**src/rtl/computer_ctrl_pkg.sv**
```systemverilog
// Shared types and widths for the MIPS computer run sequencer.
package computer_ctrl_pkg;

  localparam int unsigned CPU_ADDR_W = 16;
  localparam int unsigned CPU_DATA_W = 16;

  typedef enum logic [2:0] {
    IDLE,
    RESET,
    RUN,
    STEP_WAIT,
    STEP,
    DONE
  } run_state_t;

endpackage

```
**src/rtl/computer_run_controller_sat_counter.sv**
```systemverilog
// Saturating up-counter with synchronous clear; clear wins over enable.
module sat_counter #(
  parameter int unsigned W = 16
) (
  input  logic         clk,
  input  logic         reset_n,
  input  logic         clear,
  input  logic         en,
  output logic [W-1:0] count
);

  logic [W-1:0] count_q;

  always_ff @(posedge clk or negedge reset_n) begin
    if (!reset_n) begin
      count_q <= '0;
    end else if (clear) begin
      count_q <= '0;
    end else if (en && (count_q != '1)) begin
      count_q <= count_q + W'(1);
    end
  end

  assign count = count_q;

endmodule

```
**src/rtl/computer_run_controller.sv**
```systemverilog
// Run sequencer: resets the CPU, gates its clock (free-run or single-step) and stops it
// on a watched end-of-program store, a cycle limit or an abort.
module computer_run_controller
  import computer_ctrl_pkg::*;
#(
  parameter int unsigned RESET_CYCLES = 2,
  parameter int unsigned CNT_W        = 16
) (
  input  logic                  clk,
  input  logic                  reset_n,
  input  logic                  start,
  input  logic                  step_mode,
  input  logic                  step,
  input  logic                  abort,
  input  logic [CPU_ADDR_W-1:0] watch_addr,
  input  logic [CPU_DATA_W-1:0] watch_data,
  input  logic [CNT_W-1:0]      max_cycles,
  input  logic                  memwrite,
  input  logic [CPU_ADDR_W-1:0] dataadr,
  input  logic [CPU_DATA_W-1:0] writedata,
  output logic                  cpu_reset,
  output logic                  cpu_clk_en,
  output logic                  busy,
  output logic                  done,
  output logic                  pass,
  output logic                  timeout,
  output logic [CNT_W-1:0]      cycle_count
);

  localparam int unsigned RST_W = (RESET_CYCLES > 1) ? $clog2(RESET_CYCLES + 1) : 1;
  // A zero-length reset phase would never reset the CPU, so treat it as one cycle.
  localparam logic [RST_W-1:0] RST_LOAD = (RESET_CYCLES == 0) ? RST_W'(1) : RST_W'(RESET_CYCLES);

  run_state_t       state_q, state_d;
  logic [RST_W-1:0] rst_cnt_q, rst_cnt_d;
  logic             step_mode_q, step_mode_d;
  logic             pass_q, pass_d;
  logic             timeout_q, timeout_d;

  logic counting;
  logic match;
  logic limit_hit;
  logic cnt_clear;

  assign cpu_reset  = (state_q == IDLE) || (state_q == RESET);
  assign cpu_clk_en = (state_q == RESET) || (state_q == RUN) || (state_q == STEP);
  assign busy       = (state_q == RESET) || (state_q == RUN) ||
                      (state_q == STEP_WAIT) || (state_q == STEP);
  assign done       = (state_q == DONE);
  assign pass       = pass_q;
  assign timeout    = timeout_q;

  assign counting  = (state_q == RUN) || (state_q == STEP);
  assign match     = cpu_clk_en && memwrite && (dataadr == watch_addr) &&
                     (writedata == watch_data);
  // Widened compare so a saturated count cannot wrap into a false limit hit.
  assign limit_hit = counting && (max_cycles != '0) &&
                     (({1'b0, cycle_count} + (CNT_W + 1)'(1)) == {1'b0, max_cycles});

  always_comb begin
    state_d     = state_q;
    rst_cnt_d   = rst_cnt_q;
    step_mode_d = step_mode_q;
    pass_d      = pass_q;
    timeout_d   = timeout_q;
    cnt_clear   = 1'b0;

    case (state_q)
      IDLE, DONE: begin
        if (start) begin
          state_d     = RESET;
          rst_cnt_d   = RST_LOAD;
          step_mode_d = step_mode;
          pass_d      = 1'b0;
          timeout_d   = 1'b0;
          cnt_clear   = 1'b1;
        end
      end
      RESET: begin
        if (rst_cnt_q <= RST_W'(1)) begin
          state_d = step_mode_q ? STEP_WAIT : RUN;
        end else begin
          rst_cnt_d = rst_cnt_q - RST_W'(1);
        end
      end
      RUN: ;
      STEP_WAIT: begin
        if (step) begin
          state_d = STEP;
        end
      end
      STEP: state_d = STEP_WAIT;
      default: state_d = IDLE;
    endcase

    // Run-ending events override the normal sequencing; abort > match > timeout.
    if (busy) begin
      if (abort) begin
        state_d = DONE;
      end else if (match) begin
        state_d = DONE;
        pass_d  = 1'b1;
      end else if (limit_hit) begin
        state_d   = DONE;
        timeout_d = 1'b1;
      end
    end
  end

  always_ff @(posedge clk or negedge reset_n) begin
    if (!reset_n) begin
      state_q     <= IDLE;
      rst_cnt_q   <= '0;
      step_mode_q <= 1'b0;
      pass_q      <= 1'b0;
      timeout_q   <= 1'b0;
    end else begin
      state_q     <= state_d;
      rst_cnt_q   <= rst_cnt_d;
      step_mode_q <= step_mode_d;
      pass_q      <= pass_d;
      timeout_q   <= timeout_d;
    end
  end

  sat_counter #(
    .W(CNT_W)
  ) u_cycle_cnt (
    .clk    (clk),
    .reset_n(reset_n),
    .clear  (cnt_clear),
    .en     (counting),
    .count  (cycle_count)
  );

endmodule

```
**config.mk**
```make
export PLATFORM = sky130hd
export DESIGN_NAME = computer_run_controller
export DESIGN_NICKNAME = d
export VERILOG_FILES = /design/src/rtl/computer_ctrl_pkg.sv /design/src/rtl/computer_run_controller_sat_counter.sv /design/src/rtl/computer_run_controller.sv
export SDC_FILE = /design/constraint.sdc
export NUM_CORES = 1
export LEC_CHECK = 0
export ABC_AREA = 0
export CORE_ASPECT_RATIO = 1.1
export CORE_UTILIZATION = 45
export DETAILED_ROUTE_END_ITERATION = 8
export GPL_TIMING_DRIVEN = 0
export PLACE_DENSITY_LB_ADDON = 0.15
export SLEW_MARGIN = 5
export SYNTH_ARGS = -nofsm -noshare
export SYNTH_HDL_FRONTEND = slang
export SYNTH_SLANG_ARGS = --single-unit
```
**constraint.sdc**
```tcl
create_clock -name clk -period 4.6 [get_ports clk]
set_clock_uncertainty 0.15 [all_clocks]
set_input_delay 0.92 -clock clk [delete_from_list [all_inputs] [get_ports clk]]
set_output_delay 0.92 -clock clk [all_outputs]
set_load 0.05 [all_outputs]
```
==> results of run 1 <==
-- tightest hold or removal path: stages, from the launching register on --
cell and delay [ns]:
dfrtp_1 0.35, nand2_1 0.04, o21ai_0 0.06
-- area by class of cell --
cell class | instances | area share
buffer | 18 | 0.0337
tap | 58 | 0.0204
clock inverter | 1 | 0.00843
inverter | 12 | 0.0126
sequential | 24 | 0.169
clock buffer | 3 | 0.0116
multi-input combinational | 227 | 0.441
timing repair buffer | 108 | 0.304
-- worst paths after layout --
| path | end | cells after the start | slack [ns] |
|---|---|---|---|
| setup reg to reg | state_q[0] | 10 | 1.52 |
| max in group asynchronous | u_cycle_cnt.count[5] | 1 | 2.54 |
| hold reg to reg | pass | 2 | 0.34 |
| setup / recovery | busy | 4 | 1.46 |
| hold / removal | pass | 2 | 0.34 |
| min in group asynchronous | u_cycle_cnt.count[9] | 1 | 1.08 |
-- cell families after synthesis --
group | count (synthesis) | synth area share
adder cells (fa/ha/maj) | 2 | 0.0107
XOR/XNOR | 52 | 0.198
multiplexers | 2 | 0.00964
flip-flops | 24 | 0.257
AO/OA/AOI/OAI | 69 | 0.197
AND/OR/NAND/NOR | 102 | 0.257
buffers and inverters | 30 | 0.0707
-- cells in the mapped netlist, types with 2 or more instances --
cell type / instances / area [um^2]
buf_1: 2 / 7.51
nor3_1: 3 / 15.0
buf_6: 5 / 56.3
buf_4: 3 / 22.5
nand3_1: 12 / 60.1
nand4_1: 7 / 43.8
nor4_2: 2 / 25.0
nor4_1: 12 / 75.1
nor2_1: 20 / 75.1
nor2b_1: 7 / 43.8
nand2_1: 16 / 60.1
or4_1: 2 / 15.0
o31ai_1: 6 / 45.0
o21a_1: 2 / 15.0
buf_2: 3 / 15.0
o41ai_1: 5 / 43.8
o21ai_0: 22 / 110
xnor2_1: 14 / 123
nand4_2: 2 / 25.0
inv_1: 12 / 45.0
ha_1: 2 / 25.0
mux2_2: 2 / 22.5
a32oi_1: 2 / 17.5
o32ai_1: 2 / 17.5
a21oi_1: 8 / 40.0
xor2_1: 37 / 324
nor3b_1: 3 / 22.5
o21ai_1: 4 / 20.0
nand2b_1: 5 / 31.3
o211ai_1: 4 / 30.0
dfrtp_1: 24 / 601
clkbuf_1: 5 / 18.8
-- power by group --
group | switching [uW] | internal [uW] | leakage (uW)
Combinational | 381 | 267 | 0.00101
Sequential | 32.9 | 243 | 0.000321
Clock | 75.8 | 116 | 0.0000357
-- sequential cells by signal (all words and copies together) (netlist names) --
name	cells
timeout	1
pass	1
step_mode_q	1
rst_cnt_q	2
state_q	3
u_cycle_cnt.count	16
-- metrics by stage --
stage               cells   util  total power (uW)  area [um^2]  hold slack [ns]
finish                451  0.712              1120         3560            0.342
global route          451  0.712              1180         3560            0.383
CTS                   451  0.712              1120         3560            0.352
detailed placement    447  0.698               925         3490            0.332
global placement      447  0.698               912         3490            0.312
floorplan             281      -               694         2340            0.314
-- routing by layer --
metal | track usage | up-vias | part of all wire
met3 | 0.0429 | 18 | 0.068
met5 | 0 | - | 0
met2 | 0.448 | 95 | 0.49
met1 | 0.342 | 1182 | 0.42
li1 | - | 1245 | -
met4 | 0.0760 | 0 | 0.022
==> results by group, run 1 <==
Cells and area
  – Final net count: 483
  – N_diodes: 0
  – Sequential cell area: 601 um^2
  – Layout cells sized above 1: 0.0712
  – P&R area growth vs syn: 52.4%
  – Commonest non-fill, non-tap cell in the layout: clkdlybuf4s50_1
  – Fill count: 414
  – Area of the multi-input gates: 1570 um^2
  – Most frequent cells in the layout: 108 x clkdlybuf4s50_1, 37 x xor2_1, 24 x dfrtp_1, 22 x o21ai_0, 20 x nor2_1

Outcome
  – Failing checks: DRC
  – Outcome: finished with violations

STA
  – Slew Viols, Final: 0
  – Fmax: 0.318 GHz
  – Final setup margin: 1.46 ns
  – Min Tclk post-route: 3.14 ns
  – RSZ-0062 raised after global routing: no
  – TNS Setup: 0 ns
  – Final hold vios: 0
  – Final setup vio count: 0
  – Least-Margin Pin Slew: 1.12 ns
  – Max-slew headroom at the worst pin: 0.253
  – Post-route clock period utilization: 0.683

Global routing
  – Global-route wire length before repair: 11,700 um
  – Overall Global Routing Usage: 0.263
  – Grt total ovfl: 0
  – Vias in the first global route: 2,382
  – Antenna violations before repair: 0
  – Largest net degree at the start of global routing: 25

Clock network
  – Cts hold-fix bufs: 0
  – TritonCTS Buffers: 3
  – Clk buf depth: 2
  – Worst skew pair latency: 0.28 ns
  – CTS H-tree depth: 1
  – Post-CTS setup buffer count: 0
  – Clock Tree Root: clkbuf_8
  – Clock Sinks: 24
  – CTS tree: built
  – Clk slew on worst S/H paths: 0.09 ns
  – Post-CTS resize count: 0

Placed design
  – Final HPWL DP: 5720 um
  – Routability cong.: 0.958
  – Number of port buffers: 108
  – Pre-CTS setup slack: 1.19 ns

Floorplan
  – Die H: 77.6 um
  – I/O pin cnt: 109
  – Die Wd: 70.7 um
  – DIE AREA: 5480 um^2
  – Core area: 5000 um^2
  – # rows: 27
  – Initial Utilization: 0.467

Critical path
  – Worst Path Max Fanout: 10
  – CP max stage delay: 0.84 ns
  – Worst path top cell family by delay: buffers and inverters
  – CP required: 3.53 ns
  – Kind of critical path: reg -> out
  – Crit path arrival time: 2.07 ns
  – CP Launch Type: register
  – Crit. End Element: output pin
  – CP Launch Point: state_q[1]
  – CP max-delay cell: clkdlybuf4s50_1
  – Worst path cell trace: buf_6 -> nor2_1 -> xnor2_1 -> clkdlybuf4s50_1
  – Worst r2r src: u_cycle_cnt.count[0]
  – Worst Path Buf+Inv: 2

Detailed routing
  – DRC viols: 18
  – Initial DRC Count: 296
  – Antenna viol nets, final: 0
  – Drt pass-1 iters: 7
  – Total Routed Length: 7100 um
  – DR vias: 2,540
  – Routed len/inst: 15.7 um
  – Number of vias per cell: 5.63

Run
  – Number of max-cap violations: 0

Synth
  – Synth Net Count: 370
  – Post-synth EDFFs: 0
  – Synth Warn #: 0
  – Seq/Total Area, Yosys: 0.257
  – Syn Area/Cell: 8.31 um^2
  – Post-synthesis instance total: 281
  – Ys flop type: dfrtp_1
  – Seq cells post-synth: 24
  – Netlist cell types: 58
  – Mapped cell area: 2340 um^2
  – Share of synthesized registers carrying an async set or reset: 1.00

Hold path
  – Worst Min Path Start: pass
  – HP Class: reg -> reg

Power and ir drop
  – Pwr per Cell Area: 313 nW/um^2
  – Peak supply drop: 0.000358 V
  – LEAKAGE: 0.00137 uW
Note: power is estimated with default switching activity, not from simulation.
==> run 2, diff against run 1 <==
CORE_UTILIZATION = 38   (was 45)
clock period = 2.6 ns   (was 4.6 ns; I/O delays follow)
==> run 2 against run 1 <==
The flow now finishes without violations; power increased by 82%; first-iteration DRC count down 36%; global-route usage fell by 4.2 points; worst setup slack worse by 1.4 ns; critical path depth up 7; clock power is 71% higher; sequential share of layout area shrank 1.4 points; via count rose by 5.5%; die area rose by 18%; critical endpoint is now state_q[0]; highest routed layer unchanged.
==> results by group, run 2 (synthesis results as in run 1) <==
Global routing
  – Global-route wire length before repair: 11,600 um
  – Overall Global Routing Usage: 0.222
  – Grt total ovfl: 0
  – Largest net degree at the start of global routing: 25
  – Vias in the first global route: 2,402
  – Antenna violations before repair: 0

Outcome
  – Outcome: completed

Detailed routing
  – DRC viols: 0
  – Routed len/inst: 16.0 um
  – Initial DRC Count: 188
  – DR vias: 2,680
  – Drt pass-1 iters: 4
  – Antenna viol nets, final: 0
  – Total Routed Length: 7850 um
  – Number of vias per cell: 5.46

Placed design
  – Final HPWL DP: 5740 um
  – Pre-CTS setup slack: -0.350 ns
  – # placed instances: 466
  – Number of port buffers: 108
  – Routability cong.: 0.889

STA
  – Final setup vio count: 0
  – Final setup margin: 0.0354 ns
  – Max-slew headroom at the worst pin: 0.295
  – Post-route clock period utilization: 0.986
  – Slew Viols, Final: 0
  – Min Tclk post-route: 2.56 ns
  – Fmax: 0.390 GHz
  – Least-Margin Pin Slew: 1.05 ns
  – Final hold vios: 0

Floorplan
  – Die H: 84.2 um
  – Initial Utilization: 0.400
  – Die Wd: 76.8 um
  – # rows: 29
  – I/O pin cnt: 109
  – DIE AREA: 6470 um^2
  – Core area: 5840 um^2

Power and ir drop
  – LEAKAGE: 0.00160 uW
  – Pwr per Cell Area: 511 nW/um^2
  – Peak supply drop: 0.000457 V

Cells and area
  – Final net count: 504
  – P&R area growth vs syn: 69.9%
  – Sequential cell area: 616 um^2
  – Commonest non-fill, non-tap cell in the layout: clkdlybuf4s50_1
  – Area of the multi-input gates: 1730 um^2
  – Largest register FFs: 16
  – Layout Cells excl Fill: 491
  – Most frequent cells in the layout: 102 x clkdlybuf4s50_1, 37 x xor2_1, 26 x buf_4, 22 x o21ai_0, 20 x nor2_1
  – Fill count: 478
  – Layout cells sized above 1: 0.200
  – Post-layout util: 0.679
  – N_diodes: 0

Critical path
  – CP required: 2.64 ns
  – Worst path top cell family by delay: compound AO/OA/AOI/OAI gates
  – CP Launch Type: register
  – Worst path cell trace: buf_6 -> nand4_4 -> buf_8 -> buf_4 -> o21ai_0 -> o221ai_2 -> nor4_4 -> nand4_1 -> o21ai_2 -> nand2_1 -> a32oi_1
  – Crit path arrival time: 2.60 ns
  – Worst Path Buf+Inv: 3
  – Crit. End Element: register
  – Worst Path Max Fanout: 5
  – CP max-delay cell: dfrtp_2
  – CP max stage delay: 0.38 ns
  – Kind of critical path: reg -> reg

Run
  – Number of max-cap violations: 0

Clock network
  – Clock Sinks: 24
  – Cts hold-fix bufs: 0
  – Worst skew pair latency: 0.27 ns
  – Clock Tree Root: clkbuf_8
  – Clk slew on worst S/H paths: 0.09 ns
  – TritonCTS Buffers: 3
  – CTS H-tree depth: 1
  – CTS tree: built
  – Clk buf depth: 2

Hold path
  – HP Class: reg -> reg
==> run 2: changes by cell type in the layout (fill, tap and decap cells not counted), moves of 4 or more <==
cell             before  now
buf_4                 3   26
dfrtp_1              24   12
dfrtp_2               0   12
clkdlybuf4s50_1     108  102
clkbuf_1              5    1
dlymetal6s2s_1        0    4
==> run 2: final timing paths <==
kind / cells past startpoint / slack (ns) / end / startpoint
worst min-delay path: 2 / 0.34 / pass / pass
worst max-delay path: 11 / 0.04 / state_q[0] / u_cycle_cnt.count[5]
min in group asynchronous: 1 / 0.66 / u_cycle_cnt.count[3] / reset_n
worst min register to register: 2 / 0.34 / pass / pass
max in group asynchronous: 1 / 0.92 / u_cycle_cnt.count[11] / reset_n
worst max register to register: 11 / 0.04 / state_q[0] / u_cycle_cnt.count[5]
==> run 2: cell type report <==
class	count	area share
Inverter	12	0.0113
Sequential cell	24	0.155
Multi-Input combinational cell	228	0.435
Clock buffer	3	0.0104
Buffer	13	0.0299
Tap cell	77	0.0243
Timing Repair Buffer	133	0.326
Clock inverter	1	0.00757
==> run 2: routing by layer <==
layer  track usage  part of all wire  wire length (um)
met5             0                 0                 0
met4        0.0420             0.012                96
met3        0.0326             0.057               444
met2         0.406              0.52              4060
met1         0.274              0.41              3250
==> run 2: worst reg2reg max path: cells and delay by family, from the launching register on <==
| family | cells | cell delay, ns |
|---|---|---|
| buffers and inverters | 3 | 0.41 |
| AND/OR/NAND/NOR | 4 | 0.68 |
| flip-flops | 1 | 0.38 |
| AO/OA/AOI/OAI | 4 | 0.86 |
==> run 2: report_power, final <==
group | switching (uW) | internal (uW)
clock | 123 | 206
sequential | 55.2 | 433
combinational | 702 | 509
total | 880 | 1150
==> run 2: timing repair <==
action	CTS	global route
pin swaps	5	15
endpoints found under the setup margin	19	18
gates cloned	0	2
gates resized for setup	15	30
setup buffers	5	19
==> run 2: per-stage QoR <==
step	area, um^2	TNS (ns)	hold slack (ns)	power [uW]
floorplan	2360	0	0.0744	1250
finish	3970	0	0.338	2030
detailed placement	3530	-1.93	0.324	1660
CTS	3700	-0.0270	0.343	2010
global route	3970	-0.0676	0.378	2160
global placement	3530	-1.66	0.314	1650
==> run 3, diff against run 2 <==
CORE_UTILIZATION = 42   (was 38)
clock period = 2.7 ns   (was 2.6 ns; I/O delays follow)
==> run 3 against run 2 <==
Flip-flop and latch count is the same; sequential share of layout area grew 0.52 points; worst setup slack gained 0.00087 ns; power shrank 4.0%; first-iteration DRC count shrank 32%; via count shrank 2.1%; sequential power shrank 3%; critical path type unchanged; critical endpoint unchanged.
==> results by group, run 3 (synthesis results as in run 1) <==
STA
  – Slew Viols, Final: 0
  – Final setup margin: 0.0362 ns
  – Fmax: 0.375 GHz
  – Least-Margin Pin Slew: 1.15 ns
  – Min Tclk post-route: 2.66 ns
  – Final hold vios: 0
  – TNS Setup: 0 ns
  – Final setup vio count: 0
  – Max-slew headroom at the worst pin: 0.232
  – Post-route clock period utilization: 0.987

Power and ir drop
  – Peak supply drop: 0.000536 V
  – LEAKAGE: 0.00151 uW
  – Sequential share of power: 0.242
  – Clk network pwr share: 0.168
  – Pwr per Cell Area: 517 nW/um^2
  – Net Sw Power: 850 uW
  – Internal power: 1100 uW
  – Sw frac: 0.437
  – Combinational Power Share: 0.589

Hold path
  – Worst Min Path Start: timeout
  – HP Class: reg -> reg
  – WHS Path Cells: 1

Floorplan
  – I/O pin cnt: 109
  – DIE AREA: 5860 um^2
  – # rows: 28
  – Die H: 80.2 um
  – Initial Utilization: 0.436
  – Core area: 5360 um^2
  – Die Wd: 73.1 um

Detailed routing
  – Initial DRC Count: 128
  – Total Routed Length: 7570 um
  – DRC viols: 0
  – Routed len/inst: 15.8 um
  – Number of vias per cell: 5.49
  – DR vias: 2,623
  – Drt pass-1 iters: 4
  – Antenna viol nets, final: 0

Cells and area
  – Commonest non-fill, non-tap cell in the layout: clkdlybuf4s50_1
  – Final net count: 493
  – Largest register FFs: 16
  – P&R area growth vs syn: 61.4%
  – Most frequent cells in the layout: 105 x clkdlybuf4s50_1, 37 x xor2_1, 22 x o21ai_0, 21 x dfrtp_1, 20 x nor2_1
  – N_diodes: 0
  – Layout cells sized above 1: 0.132

Clock network
  – TritonCTS Buffers: 3
  – Clock Tree Root: clkbuf_8
  – Clock Sinks: 24
  – CTS H-tree depth: 1
  – Worst skew pair latency: 0.28 ns
  – Clk slew on worst S/H paths: 0.10 ns
  – Clk buf depth: 2
  – CTS tree: built

Critical path
  – CP max-delay cell: or4_1
  – Crit. End Element: register
  – CP required: 2.74 ns
  – R2R depth: 10
  – Crit path arrival time: 2.70 ns
  – CP Launch Point: u_cycle_cnt.count[5]
  – Crit path capture: state_q[0]
  – Kind of critical path: reg -> reg
  – Worst path cell trace: buf_6 -> nand4_2 -> buf_8 -> nand2b_4 -> or4_1 -> a21oi_2 -> nand4_1 -> o21ai_2 -> o21ai_1 -> a32oi_1
  – Worst path depth: 10
  – Worst path top cell family by delay: simple AND/OR/NAND/NOR gates
  – CP max stage delay: 0.53 ns
  – Worst Path Buf+Inv: 2
  – CP Launch Type: register
  – R2r setup slk: 0.04 ns
  – Worst r2r src: u_cycle_cnt.count[5]
  – Worst Path Max Fanout: 8
  – Reg-to-reg endpoint: state_q[0]

Run
  – Number of max-cap violations: 0

Placed design
  – Routability cong.: 0.956
  – Number of port buffers: 108
  – Pre-CTS setup slack: -0.327 ns
  – Final HPWL DP: 5770 um

Global routing
  – Grt total ovfl: 0
  – Largest net degree at the start of global routing: 25
  – Global-route wire length before repair: 11,600 um
  – Vias in the first global route: 2,509
  – Antenna violations before repair: 0
  – Overall Global Routing Usage: 0.257

Outcome
  – Outcome: completed
## run 3: cell types whose count changed in the layout (fill, tap and decap cells not counted), sizes merged
| cell | change |
|---|---|
| buf | -11 |
| clkbuf | +1 |
| clkdlybuf4s50 | +3 |
| dlygate4sd2 | -1 |
| dlymetal6s2s | -2 |
| nand4 | -1 |
## run 3: power by group through the flow
stage          Sequential [uW]  Clock [uW]  Combinational [uW]
6_report                   472         328                1150
5_1_grt                    478         345                1240
4_1_cts                    466         333                1120
3_5_place_dp               481           0                1100
3_3_place_gp               480           0                1080
2_1_floorplan              516           0                 670
## run 3: per-stage QoR
stage,hold WS [ns],cell area (um^2),power (uW),utilization,cells
2_1_floorplan,0.0944,2340,1190,-,281
3_3_place_gp,0.317,3510,1560,0.655,464
3_5_place_dp,0.344,3510,1580,0.655,464
4_1_cts,0.365,3620,1920,0.676,471
5_1_grt,0.384,3770,2060,0.703,478
6_report,0.357,3770,1950,0.703,478
## run 3: timing repair
action,4_1_cts,5_1_grt
hold buffers,0,0
setup buffers,3,9
endpoints found under the setup margin,19,20
pin swaps,2,9
resized for setup,8,18
## run 3: worst min-delay path by stage
| stage | to | slack, ns |
|---|---|---|
| after CTS | timeout | 0.37 |
| after global routing | timeout | 0.38 |
| final | timeout | 0.36 |
| after global placement | pass | 0.32 |
| after floorplan | pass | 0.09 |
| after detailed placement | timeout | 0.34 |
## run 3: metal layers
| layer | wire length, um | global-route usage | up-vias | share of wire |
|---|---|---|---|---|
| li1 | - | - | 1264 | - |
| met1 | 2940 | 0.294 | 1237 | 0.39 |
| met2 | 3960 | 0.467 | 102 | 0.52 |
| met3 | 431 | 0.0289 | 20 | 0.057 |
| met4 | 229 | 0.124 | 0 | 0.030 |
| met5 | 0 | 0 | - | 0 |
## run 3: layout make-up
class                      instances  area, um^2
multi-input combinational        227        1650
sequential                        24         604
timing repair buffer             120        1170
fill                             412        1590
buffer                            16         131
inverter                          12        45.0
clock buffer                       3        41.3
clock inverter                     1        30.0
tap                               75        93.8
